===== src/rtl/puf_challenge_ctrl.sv =====
// Challenge sequencer for the dual-adder/PDL arbiter PUF: precharge, apply, settle, sample, respond.
// Optional per-bit majority voting over NUM_EVALS evaluations is compiled in with PUF_MAJORITY_VOTE_EN.
module puf_challenge_ctrl #(
    parameter int PRECHARGE_CYCLES = 4,
    parameter int SETTLE_CYCLES    = 8,
    parameter int NUM_EVALS        = 7
) (
    input  logic         clk,
    input  logic         rst_n,
    input  logic         chal_valid,
    output logic         chal_ready,
    input  logic [31:0]  chal_a,
    input  logic [31:0]  chal_b,
    input  logic [127:0] chal_cfg1,
    input  logic [127:0] chal_cfg2,
    output logic [31:0]  puf_a,
    output logic [31:0]  puf_b,
    output logic [127:0] puf_config1,
    output logic [127:0] puf_config2,
    input  logic [31:0]  puf_c,
    output logic         resp_valid,
    input  logic         resp_ready,
    output logic [31:0]  resp_data,
    output logic [31:0]  resp_unstable,
    output logic         busy,
    output logic [2:0]   dbg_state
);

`ifdef PUF_MAJORITY_VOTE_EN
    localparam int NEVAL = NUM_EVALS;
`else
    localparam int NEVAL = (NUM_EVALS > 0) ? 1 : 1;
`endif
    localparam int PMAX = (PRECHARGE_CYCLES > SETTLE_CYCLES) ? PRECHARGE_CYCLES : SETTLE_CYCLES;
    localparam int CW   = $clog2(PMAX + 1);
    localparam int EW   = $clog2(NEVAL + 1);
    localparam logic [CW-1:0] PRE_LAST = CW'(PRECHARGE_CYCLES - 1);
    localparam logic [CW-1:0] SET_LAST = CW'(SETTLE_CYCLES - 1);
    localparam logic [EW:0]   NEVAL_W  = (EW + 1)'(NEVAL);

    typedef enum logic [2:0] {
        IDLE         = 3'd0,
        PRECHARGE    = 3'd1,
        APPLY_SETTLE = 3'd2,
        SAMPLE       = 3'd3,
        DONE         = 3'd4
    } state_t;

    state_t         state_q, state_d;
    logic [CW-1:0]  cnt_q, cnt_d;
    logic [EW-1:0]  eval_q, eval_d;
    logic [EW:0]    eval_inc;
    logic [31:0]    a_q, a_d, b_q, b_d;
    logic [127:0]   cfg1_q, cfg1_d, cfg2_q, cfg2_d;
`ifdef PUF_MAJORITY_VOTE_EN
    logic [EW-1:0]  ones_q [32];
    logic [EW-1:0]  ones_d [32];
    localparam logic [EW-1:0] HALF = EW'(NUM_EVALS / 2);
    localparam logic [EW-1:0] FULL = EW'(NUM_EVALS);
`else
    logic [31:0]    samp_q, samp_d;
`endif

    // Handshakes: a transfer happens on a rising edge where valid and ready are both high;
    // resp_* hold steady while resp_valid is high and resp_ready is low.
    always_comb begin
        state_d  = state_q;
        cnt_d    = cnt_q;
        eval_d   = eval_q;
        a_d      = a_q;
        b_d      = b_q;
        cfg1_d   = cfg1_q;
        cfg2_d   = cfg2_q;
        eval_inc = {1'b0, eval_q} + 1'b1;
`ifdef PUF_MAJORITY_VOTE_EN
        ones_d   = ones_q;
`else
        samp_d   = samp_q;
`endif
        case (state_q)
            IDLE: begin
                if (chal_valid) begin
                    a_d     = chal_a;
                    b_d     = chal_b;
                    cfg1_d  = chal_cfg1;
                    cfg2_d  = chal_cfg2;
                    cnt_d   = '0;
                    eval_d  = '0;
`ifdef PUF_MAJORITY_VOTE_EN
                    for (int i = 0; i < 32; i++) ones_d[i] = '0;
`endif
                    state_d = PRECHARGE;
                end
            end
            PRECHARGE: begin
                if (cnt_q == PRE_LAST) begin
                    cnt_d   = '0;
                    state_d = APPLY_SETTLE;
                end else begin
                    cnt_d = cnt_q + 1'b1;
                end
            end
            APPLY_SETTLE: begin
                if (cnt_q == SET_LAST) begin
                    cnt_d   = '0;
                    state_d = SAMPLE;
                end else begin
                    cnt_d = cnt_q + 1'b1;
                end
            end
            SAMPLE: begin
                eval_d = eval_inc[EW-1:0];
`ifdef PUF_MAJORITY_VOTE_EN
                for (int i = 0; i < 32; i++) ones_d[i] = ones_q[i] + EW'(puf_c[i]);
`else
                samp_d = puf_c;
`endif
                state_d = (eval_inc < NEVAL_W) ? PRECHARGE : DONE;
            end
            DONE: begin
                if (resp_ready) state_d = IDLE;
            end
            default: state_d = IDLE;
        endcase
    end

    always_ff @(posedge clk or negedge rst_n) begin
        if (!rst_n) begin
            state_q <= IDLE;
            cnt_q   <= '0;
            eval_q  <= '0;
            a_q     <= '0;
            b_q     <= '0;
            cfg1_q  <= '0;
            cfg2_q  <= '0;
`ifdef PUF_MAJORITY_VOTE_EN
            ones_q  <= '{default: '0};
`else
            samp_q  <= '0;
`endif
        end else begin
            state_q <= state_d;
            cnt_q   <= cnt_d;
            eval_q  <= eval_d;
            a_q     <= a_d;
            b_q     <= b_d;
            cfg1_q  <= cfg1_d;
            cfg2_q  <= cfg2_d;
`ifdef PUF_MAJORITY_VOTE_EN
            ones_q  <= ones_d;
`else
            samp_q  <= samp_d;
`endif
        end
    end

    // Operands stay applied through SAMPLE so the arbiters see a stable race when captured.
    always_comb begin
        chal_ready    = (state_q == IDLE);
        busy          = (state_q != IDLE);
        resp_valid    = (state_q == DONE);
        dbg_state     = state_q;
        puf_config1   = cfg1_q;
        puf_config2   = cfg2_q;
        puf_a         = '0;
        puf_b         = '0;
        resp_data     = '0;
        resp_unstable = '0;
        if (state_q == APPLY_SETTLE || state_q == SAMPLE) begin
            puf_a = a_q;
            puf_b = b_q;
        end
        if (state_q == DONE) begin
`ifdef PUF_MAJORITY_VOTE_EN
            for (int i = 0; i < 32; i++) begin
                resp_data[i]     = (ones_q[i] > HALF);
                resp_unstable[i] = (ones_q[i] != '0) && (ones_q[i] != FULL);
            end
`else
            resp_data = samp_q;
`endif
        end
    end

endmodule


===== config.mk =====
export PLATFORM = sky130hd
export DESIGN_NAME = puf_challenge_ctrl
export DESIGN_NICKNAME = d
export VERILOG_FILES = /design/src/rtl/puf_challenge_ctrl.sv
export SDC_FILE = /design/constraint.sdc
export NUM_CORES = 1
export LEC_CHECK = 0
export BUFFER_PORTS_ARGS = -buffer_cell sky130_fd_sc_hd__buf_2
export CELL_PAD_IN_SITES_DETAIL_PLACEMENT = 1
export CELL_PAD_IN_SITES_GLOBAL_PLACEMENT = 2
export CORE_AREA = 2 2 290 292
export DETAILED_ROUTE_END_ITERATION = 16
export DIE_AREA = 0 0 292 294
export PLACE_DENSITY_LB_ADDON = 0.15
export SYNTH_ARGS = -nofsm -noshare
export SYNTH_HDL_FRONTEND = slang
export SYNTH_SLANG_ARGS = --single-unit

===== constraint.sdc =====
create_clock -name clk -period 2.4 [get_ports clk]
set_input_delay 0.12 -clock clk [delete_from_list [all_inputs] [get_ports clk]]
set_output_delay 0.12 -clock clk [all_outputs]
set_load 0.02 [all_outputs]

==> key figures <==
Yosys
  – Synth cell types: 31
  – Most used DFF post-synth: dfrtp_1
  – YS warnings: 0
  – Post-synth EDFFs: 0
  – Synth Register Bits: 359
  – Syn Area/Cell: 17.16 um2
  – Synth Instances: 928
  – Post-Synthesis Cell Area: 15920 um2
  – Sequential-to-total area share from yosys stat: 0.5642
  – Fraction of registers with async set/reset: 1.000

Clock network
  – Worst-path clk slew: 60 ps
  – CTS root buf: clkbuf_16
  – Clk buf depth: 3
  – Clock Latency Late Sink: 580 ps
  – Sinks on Clock Net: 359
  – Num CTS Buffers: 48
  – TritonCTS clock tree: done
  – H-tree lvl count: 2

Cells and area
  – Share of cells above drive strength 1: 0.5723
  – Fillers: 9128
  – Nets@finish: 2388
  – Register area: 8984 um2
  – Area delta synth->final: 61.07%
  – Final design area excluding fillers: 25650 um2
  – Multi-input logic area: 6042 um2
  – Post-Layout Cell Count: 3154

Drt
  – DR pass1 iterations: 4
  – DRT antenna net count: 0
  – Post-Route WL: 59.28 mm
  – Initial detailed-routing violation count: 232
  – Routed WL per cell: 18.79 um
  – Via-per-instance ratio: 3.728
  – DRC viols: 0
  – Via count: 11760

STA
  – Final min period: 2188 ps
  – Final hold vios: 0
  – Fin crit share: 0.9118
  – Setup Viol. Count Final: 0
  – Setup TNS: 0 ps
  – RSZ-0062 raised after global routing: no
  – Fin Hold WS: 95.50 ps
  – Max-slew violations: 0
  – Worst relative slew slack: 0.6274
  – Clock skew: 21.32 ps
  – Fmax: 457.0 MHz
  – Least-Margin Pin Slew: 554.1 ps

Floorplan
  – Die Width: 292 um
  – Die Y: 294 um
  – Core area: 82890 um2
  – DIE AREA: 85850 um2
  – # rows: 106
  – IO Count: 746
  – Initial Utilization: 0.1921

Critical path
  – Arrival time at the worst endpoint: 2070 ps
  – CP required: 2280 ps
  – Worst setup SP type: register
  – Top Family by Delay on Critical Path: buffers and inverters
  – Critical path class: reg2out
  – CP bufs+invs: 3
  – Most repeated library cell on the critical path: buf_4
  – Crit end category: output port
  – Largest stage delay on the critical path: 410 ps
  – CP max stage cell: dfrtp_1
  – Cells along the critical path: buf_4 > nor3b_2 > buf_4 > and2_1 > buf_2
  – Crit path max fanout: 34

Run
  – Max-Cap Viols: 0

Global routing
  – Antenna violations before repair: 6
  – Grt ovf: 0
  – Largest net degree at the start of global routing: 69
  – Global Route Usage Sum: 0.1339
  – Number of global-route vias before repair: 13360
  – First-pass GRT wire length: 87.91 mm

Power and ir drop
  – Switching part of the total power: 0.3693
  – Clock power frac: 0.213
  – Leakage: 12.60 nW
  – Sw Pwr: 12.88 mW
  – Cell internal pwr: 22.00 mW
  – Sequential Power Share: 0.312
  – Power density over cell area: 1360 nW/um2
  – Logic pwr share: 0.475
  – Worst IR Drop VDD: 0.4581 mV
  – Total Power: 34.88 mW

Min path
  – HP Class: in2async

Placed design
  – Placed wire-length estimate: 43.58 mm
  – Dpl cells: 2705
  – Area post-placement: 20430 um2
  – # port buffers: 713
  – RD Place Congestion: 0.7643

Run status
  – Status: finished clean
[path summary, 6_finish.rpt]
check	cells past startpoint	end	from	slack [ps]
min reg2reg	1	b_q[25]	b_q[25]	490
min	2	puf_config1[42]	rst_n	100
max in group asynchronous	3	puf_config1[110]	rst_n	1410
max reg2reg	5	a_q[4]	dbg_state[0]	400
max	5	resp_data[11]	dbg_state[1]	210
min in group clk	3	b_q[16]	chal_b[16]	310
[cell usage after synthesis, types with 2 or more instances]
| library cell | count | share of area |
|---|---|---|
| mux2_4 | 300 | 0.28 |
| buf_12 | 34 | 0.043 |
| nand2b_1 | 4 | 0.0016 |
| nand2_1 | 2 | 0.00047 |
| o21ai_0 | 7 | 0.0022 |
| buf_4 | 34 | 0.016 |
| and2_1 | 96 | 0.038 |
| clkbuf_1 | 10 | 0.0024 |
| mux2_2 | 52 | 0.037 |
| dfrtp_1 | 359 | 0.56 |
| buf_2 | 4 | 0.0013 |
| a21oi_1 | 4 | 0.0013 |
| buf_6 | 2 | 0.0014 |
| inv_1 | 3 | 0.00071 |
[timing repair]
action                                 in CTS  in global routing
gates resized for setup                     0                  0
hold buffers                              355                  0
buffers inserted                            1                  0
setup endpoints to repair                  41                  0
endpoints found under the hold margin     530                  0
[per-layer routing]
metal  part of all wire  global-route usage  up-vias
li1                   -                   -     5340
met1               0.38              0.1497     5891
met2               0.52              0.2395      435
met3              0.074             0.04388       90
met4              0.030             0.04249        2
met5            0.00019                   0        -
[worst register-to-register path: stages, from the launching register on]
cell and delay (ps):
dfrtp_1 500, nor3_4 210, and2_4 210, buf_12 210
buf_12 350, mux2_2 410
[logic make-up (layout without fill, tap and decap cells)]
| group | count (synthesis) | count (layout) | synth area share |
|---|---|---|---|
| AOI/OAI and AO/OA | 16 | 16 | 0.005894 |
| xor gates and xnor gates | 1 | 1 | 0.0005501 |
| adders and majority gates | 1 | 1 | 0.0007856 |
| buffers and inverters | 87 | 1197 | 0.06451 |
| DFF | 359 | 359 | 0.5642 |
| muxes | 353 | 353 | 0.3203 |
| other | 1 | 37 | 0.0002355 |
| and+or+nand+nor | 110 | 110 | 0.04361 |
[through the flow]
| stage | setup slack, ps | utilization |
|---|---|---|
| 2_1_floorplan | 441.1 | - |
| 3_3_place_gp | 446.2 | 0.2465 |
| 3_5_place_dp | 390.2 | 0.2465 |
| 4_1_cts | 81.30 | 0.3093 |
| 5_1_grt | 12.74 | 0.3094 |
| 6_report | 211.7 | 0.3094 |
[flip-flops by register name, summed over array words and instances, names as in the netlist]
name and flops:
a_q 32, b_q 32, cnt_q 4, dbg_state 3
puf_config1 128, puf_config2 128, samp_q 32
[power groups by stage]
stage                     logic [mW]  registers [mW]  clock network, mW
after detailed placement        16.3            11.0                  0
after global routing            17.5            11.3               8.02
after floorplan                 8.86            13.5                  0
after CTS                       16.9            10.9               7.79
final                           16.6            10.9               7.43
after global placement          16.2            10.9                  0
[cells in the final DEF, fill, tap and decap left out, types with 4 or more instances in the layout]
master / count
clkinv_2: 7
o21ai_0: 7
clkbuf_8: 14
mux2_2: 52
dfrtp_1: 359
dlygate4sd3_1: 355
a21oi_1: 4
buf_4: 23
and2_1: 96
buf_12: 15
mux2_4: 300
nand2b_1: 4
buf_2: 712
clkbuf_16: 50
clkbuf_1: 11
diode_2: 5
conb_1: 32
[final cells by class]
class,instances,share of cell area
sequential,359,0.3503
clock inverter,13,0.006147
antenna,5,0.0004878
timing repair buffer,1106,0.2965
multi-input combinational,513,0.2356
inverter,3,0.0004390
clock buffer,75,0.05791
tap,1080,0.05269
(Power assumes the default switching activity.)
